<file path="config.mk">
export PLATFORM = sky130hd
export DESIGN_NAME = crc_stream_engine
export DESIGN_NICKNAME = d
export VERILOG_FILES = /design/src/rtl/crc_stream_engine.sv
export SDC_FILE = /design/constraint.sdc
export NUM_CORES = 1
export LEC_CHECK = 0
export ABC_AREA = 1
export BUFFER_PORTS_ARGS = -buffer_cell sky130_fd_sc_hd__buf_4
export CAP_MARGIN = 20
export CORE_ASPECT_RATIO = 0.8
export CORE_MARGIN = 1.5
export CORE_UTILIZATION = 50
export DETAILED_ROUTE_END_ITERATION = 10
export PLACE_DENSITY = 0.75
export SLEW_MARGIN = 15
export SYNTH_ARGS = -nofsm -noshare
export SYNTH_HDL_FRONTEND = slang
export SYNTH_SLANG_ARGS = --single-unit
export TNS_END_PERCENT = 20
</file>
<file path="constraint.sdc">
create_clock -name clk -period 2.1 [get_ports clk]
set_clock_uncertainty 0.15 [all_clocks]
set_input_delay 0.42 -clock clk [delete_from_list [all_inputs] [get_ports clk]]
set_output_delay 0.42 -clock clk [all_outputs]
set_load 0.005 [all_outputs]
</file>
<file path="src/rtl/crc_stream_engine.sv">
// crc_stream_engine: frame-aware, fully parametrised CRC generator/checker
// for a valid/ready beat stream. Accumulates over a frame delimited by
// in_last, then publishes CRC, residue-check flag and frame length for one
// cycle before rearming.
module crc_stream_engine #(
    parameter int unsigned      CRC_W     = 16,
    parameter int unsigned      DATA_W    = 8,
    parameter logic [CRC_W-1:0] POLY      = 16'h8005,
    parameter logic [CRC_W-1:0] INIT      = 16'hFFFF,
    parameter bit               REFIN     = 1'b1,
    parameter bit               REFOUT    = 1'b1,
    parameter logic [CRC_W-1:0] XOROUT    = 16'h0000,
    parameter logic [CRC_W-1:0] CHECK_RES = 16'h0000
) (
    input  logic              clk,
    input  logic              rst,
    input  logic              clr,
    input  logic              in_valid,
    input  logic [DATA_W-1:0] in_data,
    input  logic              in_last,
    output logic              in_ready,
    output logic              busy,
    output logic              crc_valid,
    output logic [CRC_W-1:0]  crc_out,
    output logic              crc_ok,
    output logic [15:0]       len_out
);

    typedef enum logic [1:0] {
        S_IDLE,
        S_RUN,
        S_DONE
    } state_t;

    state_t           state_q, state_d;
    logic [CRC_W-1:0] crc_q, crc_d;
    logic [CRC_W-1:0] crc_next, crc_form;
    logic [CRC_W-1:0] crc_out_q, crc_out_d;
    logic [15:0]      len_q, len_d, len_inc;
    logic [15:0]      len_out_q, len_out_d;
    logic             crc_valid_q, crc_valid_d;
    logic             crc_ok_q, crc_ok_d;
    logic             accept;

    // Bit-serial Galois LFSR unrolled over one beat; REFIN picks the bit order.
    function automatic logic [CRC_W-1:0] crc_advance(input logic [CRC_W-1:0] crc,
                                                     input logic [DATA_W-1:0] data);
        logic [CRC_W-1:0] r;
        logic             b;
        logic             fb;
        r = crc;
        for (int unsigned i = 0; i < DATA_W; i++) begin
            b  = REFIN ? data[i] : data[DATA_W-1-i];
            fb = r[CRC_W-1] ^ b;
            r  = {r[CRC_W-2:0], 1'b0};
            if (fb) begin
                r = r ^ POLY;
            end
        end
        return r;
    endfunction

    // Register to published form: optional bit reversal, then final XOR.
    function automatic logic [CRC_W-1:0] out_form(input logic [CRC_W-1:0] r);
        logic [CRC_W-1:0] o;
        for (int unsigned i = 0; i < CRC_W; i++) begin
            o[i] = REFOUT ? r[CRC_W-1-i] : r[i];
        end
        return o ^ XOROUT;
    endfunction

    assign in_ready  = (state_q != S_DONE);
    assign busy      = (state_q == S_RUN);
    assign accept    = in_valid && in_ready;
    assign crc_valid = crc_valid_q;
    assign crc_out   = crc_out_q;
    assign crc_ok    = crc_ok_q;
    assign len_out   = len_out_q;

    // Datapath results for the beat currently on the input.
    always_comb begin
        crc_next = crc_advance(crc_q, in_data);
        crc_form = out_form(crc_next);
        len_inc  = (len_q == '1) ? len_q : len_q + 16'd1;
    end

    // Next-state and publish logic; clr overrides any accept in the same cycle.
    always_comb begin
        state_d     = state_q;
        crc_d       = crc_q;
        len_d       = len_q;
        crc_valid_d = 1'b0;
        crc_out_d   = crc_out_q;
        crc_ok_d    = crc_ok_q;
        len_out_d   = len_out_q;
        if (clr) begin
            state_d = S_IDLE;
            crc_d   = INIT;
            len_d   = '0;
        end else begin
            case (state_q)
                S_IDLE, S_RUN: begin
                    if (accept) begin
                        crc_d = crc_next;
                        len_d = len_inc;
                        if (in_last) begin
                            state_d     = S_DONE;
                            crc_valid_d = 1'b1;
                            crc_out_d   = crc_form;
                            crc_ok_d    = (crc_form == CHECK_RES);
                            len_out_d   = len_inc;
                        end else begin
                            state_d = S_RUN;
                        end
                    end
                end
                S_DONE: begin
                    state_d = S_IDLE;
                    crc_d   = INIT;
                    len_d   = '0;
                end
                default: begin
                    state_d = S_IDLE;
                    crc_d   = INIT;
                    len_d   = '0;
                end
            endcase
        end
    end

    // State, accumulator and published-result registers.
    always_ff @(posedge clk or negedge rst) begin
        if (!rst) begin
            state_q     <= S_IDLE;
            crc_q       <= INIT;
            len_q       <= '0;
            crc_valid_q <= 1'b0;
            crc_out_q   <= '0;
            crc_ok_q    <= 1'b0;
            len_out_q   <= '0;
        end else begin
            state_q     <= state_d;
            crc_q       <= crc_d;
            len_q       <= len_d;
            crc_valid_q <= crc_valid_d;
            crc_out_q   <= crc_out_d;
            crc_ok_q    <= crc_ok_d;
            len_out_q   <= len_out_d;
        end
    end

endmodule

</file>
==> results of run 1 <==
## per-layer routing
metal	GRT usage	part of all wire	up-vias
li1	-	-	1416
met1	0.3674	0.46	1427
met2	0.3564	0.47	82
met3	0.07685	0.058	12
met4	0.07313	0.0064	0
met5	0	0	-
## report_power, final
part	total (mW)	internal (mW)	switching, mW
clock	1.06	0.548	0.514
combinational	1.06	0.495	0.561
sequential	1.58	1.48	0.0987
## synth_stat cells, drive strengths merged
cell type  count  area [um^2]
a21oi         15        75.07
a22oi          5        37.54
a31oi          1        6.260
buf            2        12.51
clkbuf         7        26.28
clkinv         1        3.750
dfrtp         52         1301
dfstp         16        420.4
ha             1        12.51
inv           47        178.9
nand2        100        493.0
nand3         21        177.7
nand4          2        12.51
nor2          21        86.33
nor3           8        56.31
nor4           3        18.77
o211ai         3        22.52
o21ai         50        254.0
o22a           1        8.760
o22ai          1        6.260
o311ai         1        8.760
or4            1        7.510
xnor2          7        68.82
xor2          10        87.58
## per-stage QoR
stage	setup TNS, ns	instances	hold WS, ns	worst slack [ns]	power (mW)
2_1_floorplan	-0.07717	376	-0.02559	-0.03058	2.082
3_3_place_gp	-0.5377	535	0.2394	-0.06762	2.529
3_5_place_dp	-2.182	535	0.2425	-0.1670	2.556
4_1_cts	-1.502	559	0.1214	-0.1348	3.653
5_1_grt	-5.051	559	0.1210	-0.3067	3.913
6_report	-1.520	559	0.1340	-0.1495	3.696
## flip-flops by register name, indices dropped and copies added, names as in the netlist
| register | flops |
|---|---|
| len_q | 16 |
| crc_valid | 1 |
| crc_q | 16 |
| crc_ok | 1 |
| crc_out | 16 |
| len_out | 16 |
| state_q | 2 |
## worst max-delay path by stage
| stage | endpoint | from |
|---|---|---|
| after floorplan | crc_ok | crc_q[15] |
| after global placement | crc_ok | in_data[1] |
| final | crc_q[15] | crc_q[15] |
| after detailed placement | crc_ok | in_data[1] |
| after CTS | crc_q[15] | crc_q[15] |
| after global routing | crc_ok | crc_q[15] |
## repair_timing
item / in CTS / in global routing
pin swaps: 4 / 15
gates cloned: 0 / 0
endpoints found under the hold margin: 24 / 0
buffers inserted: 7 / 0
resized for setup: 14 / 48
hold buffers: 1 / 0
endpoints found under the setup margin: 34 / 48
## area by class of cell
type | instances | area share
clock buffer | 10 | 0.02813
clock inverter | 6 | 0.01434
inverter | 48 | 0.04082
multi-input combinational | 251 | 0.3577
sequential | 68 | 0.3795
tap | 84 | 0.02317
timing repair buffer | 92 | 0.1564
## cell families after synthesis
family / synth area share
simple gates: 0.2518
compound gates: 0.1239
xor+xnor: 0.04623
fa+ha+maj: 0.003698
flops: 0.5089
buf+inv: 0.06546
==> results.yml, run 1 <==
status:
  outcome: "finished, violations left"
  violations: "setup timing"
routing:
  drtIter0Drc: 189
  via_count: 2937
  drt-total-wl_um: 8344
  dr.pass1.iters: 5
  drc: 0
  avgViaCountPerCell: 5.254
  ant_nets: 0
  routedWlPerCell_um: 14.93
clocking:
  htree_levels: 3
  numCtsBuffers: 9
  clk_pin_slew_ns: 0.08
  cts_num_sinks: 68
  insertion_delay_ns: 0.35
  cts_root_buf: "clkbuf_8"
  cts_buffer_depth: 2
  cts_tree: "built"
timing:
  max_freq_ghz: 0.4446
  rsz0062_at_grt: "true"
  hold_viol: 0
  fin_ws_ns: -0.1495
  slew_violations: 0
  tightestPinTransition_ns: 0.7946
  max_slew_margin: 0.4697
  finalCritPeriodShare: 1.071
  fin_crit_ns: 2.249
  finalSetupViolations: 19
placement:
  hpwl_um: 5766
  gp_congestion: 0.8850
  place_area_mm2: 0.004098
  portBuffers: 48
floorplan:
  io_pins: 49
  die_w_um: 94.97
  rows: 26
  initial_core_util: 0.5226
  die_y_um: 76.58
  core-area_mm2: 0.006474
  die_area_mm2: 0.007272
finish:
  layout_common_cells: "buf_4 (89), nand2_1 (73), dfrtp_1 (52)"
  insertedDiodeCount: 0
  fill_cells: 480
  syn2layout_area_growth_pct: 34.10
  final_nets: 484
  drive_above_1_share: 0.4000
  multi_input_area_mm2: 0.001623
  final_common_cell: "buf_4"
  design_area_mm2: 0.004537
  final_util: 0.7008
  ff_latch_area_mm2: 0.001722
critical_path:
  r2r_end: "crc_q[15]"
  crit_required_ns: 2.23
  arrival_ns: 2.38
  worstPathMaxFanout: 4
  worstSetupStartpointType: "flip-flop"
  r2r_slack_ns: -0.15
  crit_chain: "inv_2, nand2_2, nand2_4, nand2_4, nand2_4, nand2_4, nand2_4, nand2_4, nand3_4, nand2_4, nand2_4, nand2_4, nand2_4, nand2_4, nand2_4, nand2_4, nand2_4, nand3_1, nand2_1"
  cpMaxStageDelayCell: "dfstp_2"
  cp.depth: 19
  end_kind: "flip-flop"
  cp_common_cell: "nand2_4"
  cp_num_buf_inv: 1
  r2r_start: "crc_q[15]"
  worstSetupPathType: "reg -> reg"
  worstRegToRegCells: 19
  critPathTopFamily: "simple AND/OR/NAND/NOR gates"
  crit_path_max_incr_delay_ns: 0.59
yosys:
  ys_seq_elements: 68
  synthesis.nets: 390
  syn_area_per_cell_um2: 8.998
  synth.distinct_cells: 37
  synthCells: 376
  ys_seq_area_frac: 0.5089
  ys_warn_count: 0
  syn_area_mm2: 0.003383
global_routing:
  grt_max_degree: 47
  grt_pass1_vias: 2944
  grt-ovfl-total: 0
  grt_use_total: 0.2509
  antenna_found_initial: 0
  grt_pass1_wl_um: 14070
worst_hold_path:
  min_from: "in_last"
  hold_path_end: "state_q[0]"
  hold_path_class: "in -> reg"
  hold_depth: 2
power:
  p_leak_nw: 2.258
  cellPowerDensity_mw_per_mm2: 814.6
  peakVddDrop_mv: 0.4562
flow_run:
  maxCapViolations: 0
(Power assumes the default switching activity.)
==> inputs of run 2 (changes only) <==
--- a/config.mk
+++ b/config.mk
@@ -9,10 +9,10 @@
 export BUFFER_PORTS_ARGS = -buffer_cell sky130_fd_sc_hd__buf_4
 export CAP_MARGIN = 20
 export CORE_ASPECT_RATIO = 0.8
-export CORE_MARGIN = 1.5
 export CORE_UTILIZATION = 50
 export DETAILED_ROUTE_END_ITERATION = 10
 export PLACE_DENSITY = 0.75
+export SKIP_CTS_REPAIR_TIMING = 1
 export SLEW_MARGIN = 15
 export SYNTH_ARGS = -nofsm -noshare
 export SYNTH_HDL_FRONTEND = slang
==> run 2 against run 1 <==
The run still ends with setup timing left. Register-to-register slack lost 0.04 ns. Sequential share of layout area grew 0.36 points. Critical path depth is the same. Combinational power is essentially flat. Global-route usage shrank 0.78 points. Via count shrank 1.5%. Maximum frequency shrank 1.6%. Die area shrank 2.3%. Design area shrank 0.94%. Routed wire length shrank 2.8%.
==> results.yml, run 2 (synthesized netlist as in run 1, its figures left out) <==
status:
  outcome: "finished, violations left"
  violations: "setup timing"
routing:
  drtIter0Drc: 189
  drc: 0
  avgViaCountPerCell: 5.203
  ant_nets: 0
  drt-total-wl_um: 8114
  dr.pass1.iters: 7
  routedWlPerCell_um: 14.59
  via_count: 2893
finish:
  final_nets: 481
  insertedDiodeCount: 0
  fill_cells: 493
  final_common_cell: "buf_4"
  drive_above_1_share: 0.3686
  final_util: 0.6942
  layout_common_cells: "buf_4 (86), nand2_1 (77), dfrtp_1 (52)"
  syn2layout_area_growth_pct: 32.84
floorplan:
  rows: 26
  initial_core_util: 0.5226
  core-area_mm2: 0.006474
  io_pins: 49
  die_y_um: 75.58
  die_area_mm2: 0.007101
  die_w_um: 93.97
global_routing:
  grt-ovfl-total: 0
  grt_max_degree: 47
  grt_pass1_wl_um: 12920
  use_met3: 0.06986
  grt_most_used_layer: "met2"
  grt_pass1_vias: 2638
  antenna_found_initial: 0
  met1_usage: 0.3511
  grt_use_total: 0.2432
  gr-usage-met2: 0.3658
placement:
  gp_congestion: 0.8653
  portBuffers: 48
  hpwl_um: 5529
timing:
  whs_ns: 0.1478
  max_slew_margin: 0.4621
  tightestPinTransition_ns: 0.8060
  slew_violations: 0
  fin_crit_ns: 2.285
  hold_viol: 0
  fin_ws_ns: -0.1849
  finalCritPeriodShare: 1.088
  rsz0062_at_grt: "true"
  finalSetupViolations: 22
  max_freq_ghz: 0.4377
power:
  peakVddDrop_mv: 0.6208
  p_leak_nw: 2.244
  cellPowerDensity_mw_per_mm2: 866.3
worst_hold_path:
  hold_path_class: "in -> reg"
  min_from: "in_last"
critical_path:
  arrival_ns: 2.37
  worstSetupStartpointType: "flip-flop"
  worstSetupPathType: "reg -> reg"
  worstPathMaxFanout: 4
  cp_num_buf_inv: 1
  crit_path_max_incr_delay_ns: 0.57
  crit_chain: "inv_2, nand2_2, nand2_4, nand2_4, nand2_4, nand2_4, nand2_4, nand2_4, nand3_4, nand2_4, nand2_4, nand2_4, nand2_4, nand2_4, nand2_4, nand2_4, nand2_4, nand3_1, nand2_1"
  r2r_start: "crc_q[15]"
  critPathTopFamily: "simple AND/OR/NAND/NOR gates"
  cpMaxStageDelayCell: "dfstp_2"
  cp_common_cell: "nand2_4"
  crit_required_ns: 2.19
  critPathLaunch: "crc_q[15]"
  end_kind: "flip-flop"
clocking:
  cts_root_buf: "clkbuf_8"
  clk_pin_slew_ns: 0.07
  numCtsBuffers: 9
  cts_buffer_depth: 2
  cts_num_sinks: 68
  cts_tree: "built"
  insertion_delay_ns: 0.35
  htree_levels: 3
flow_run:
  maxCapViolations: 0
run 2: changes by cell type in the layout (fill, tap and decap cells not counted), sizes merged:
cell	previous run	this run
buf	91	88
bufinv	1	3
clkbuf	10	11
clkinv	5	3
clkinvlp	1	0
run 2: per-layer routing:
metal  part of all wire  routed length, um
met4             0.0054                 44
met2               0.46               3725
met5                  0                  0
met3              0.053                432
met1               0.48               3912
run 2: layout make-up:
class	instances	area [um^2]	share of cell area
Timing Repair Buffer	89	686.9	0.1528
Clock buffer	11	131.4	0.02923
Clock inverter	5	100.1	0.02227
Sequential cell	68	1722	0.3831
Tap cell	84	105.1	0.02339
Multi-Input combinational cell	251	1564	0.3480
Inverter	48	185.2	0.04120
run 2: power breakdown:
group,leakage (nW),total (mW),switching [mW],internal (mW)
clock network,0.117,1.28,0.497,0.786
logic,1.26,1.03,0.548,0.487
registers,0.863,1.58,0.0967,1.48
run 2: worst paths after layout:
check                               to  slack (ns)  cells past startpoint
max                         crc_out[0]       -0.18                     19
min                         state_q[0]        0.15                      2
max reg2reg                 crc_out[0]       -0.18                     19
min reg2reg                 len_out[4]        0.34                      2
max in group asynchronous    crc_q[13]        0.83                      3
min in group asynchronous  len_out[13]        0.37                      2
run 2: metrics by stage:
stage	power, mW	worst slack, ns	cell area (um^2)	instances	TNS (ns)
detailed placement	2.537	-0.1338	4075	532	-1.320
floorplan	2.082	-0.03058	3388	376	-0.07717
global route	4.084	-0.2983	4494	556	-7.327
CTS	3.820	-0.1538	4307	548	-1.989
global placement	2.511	-0.06761	4075	532	-0.5036
finish	3.894	-0.1849	4494	556	-1.929
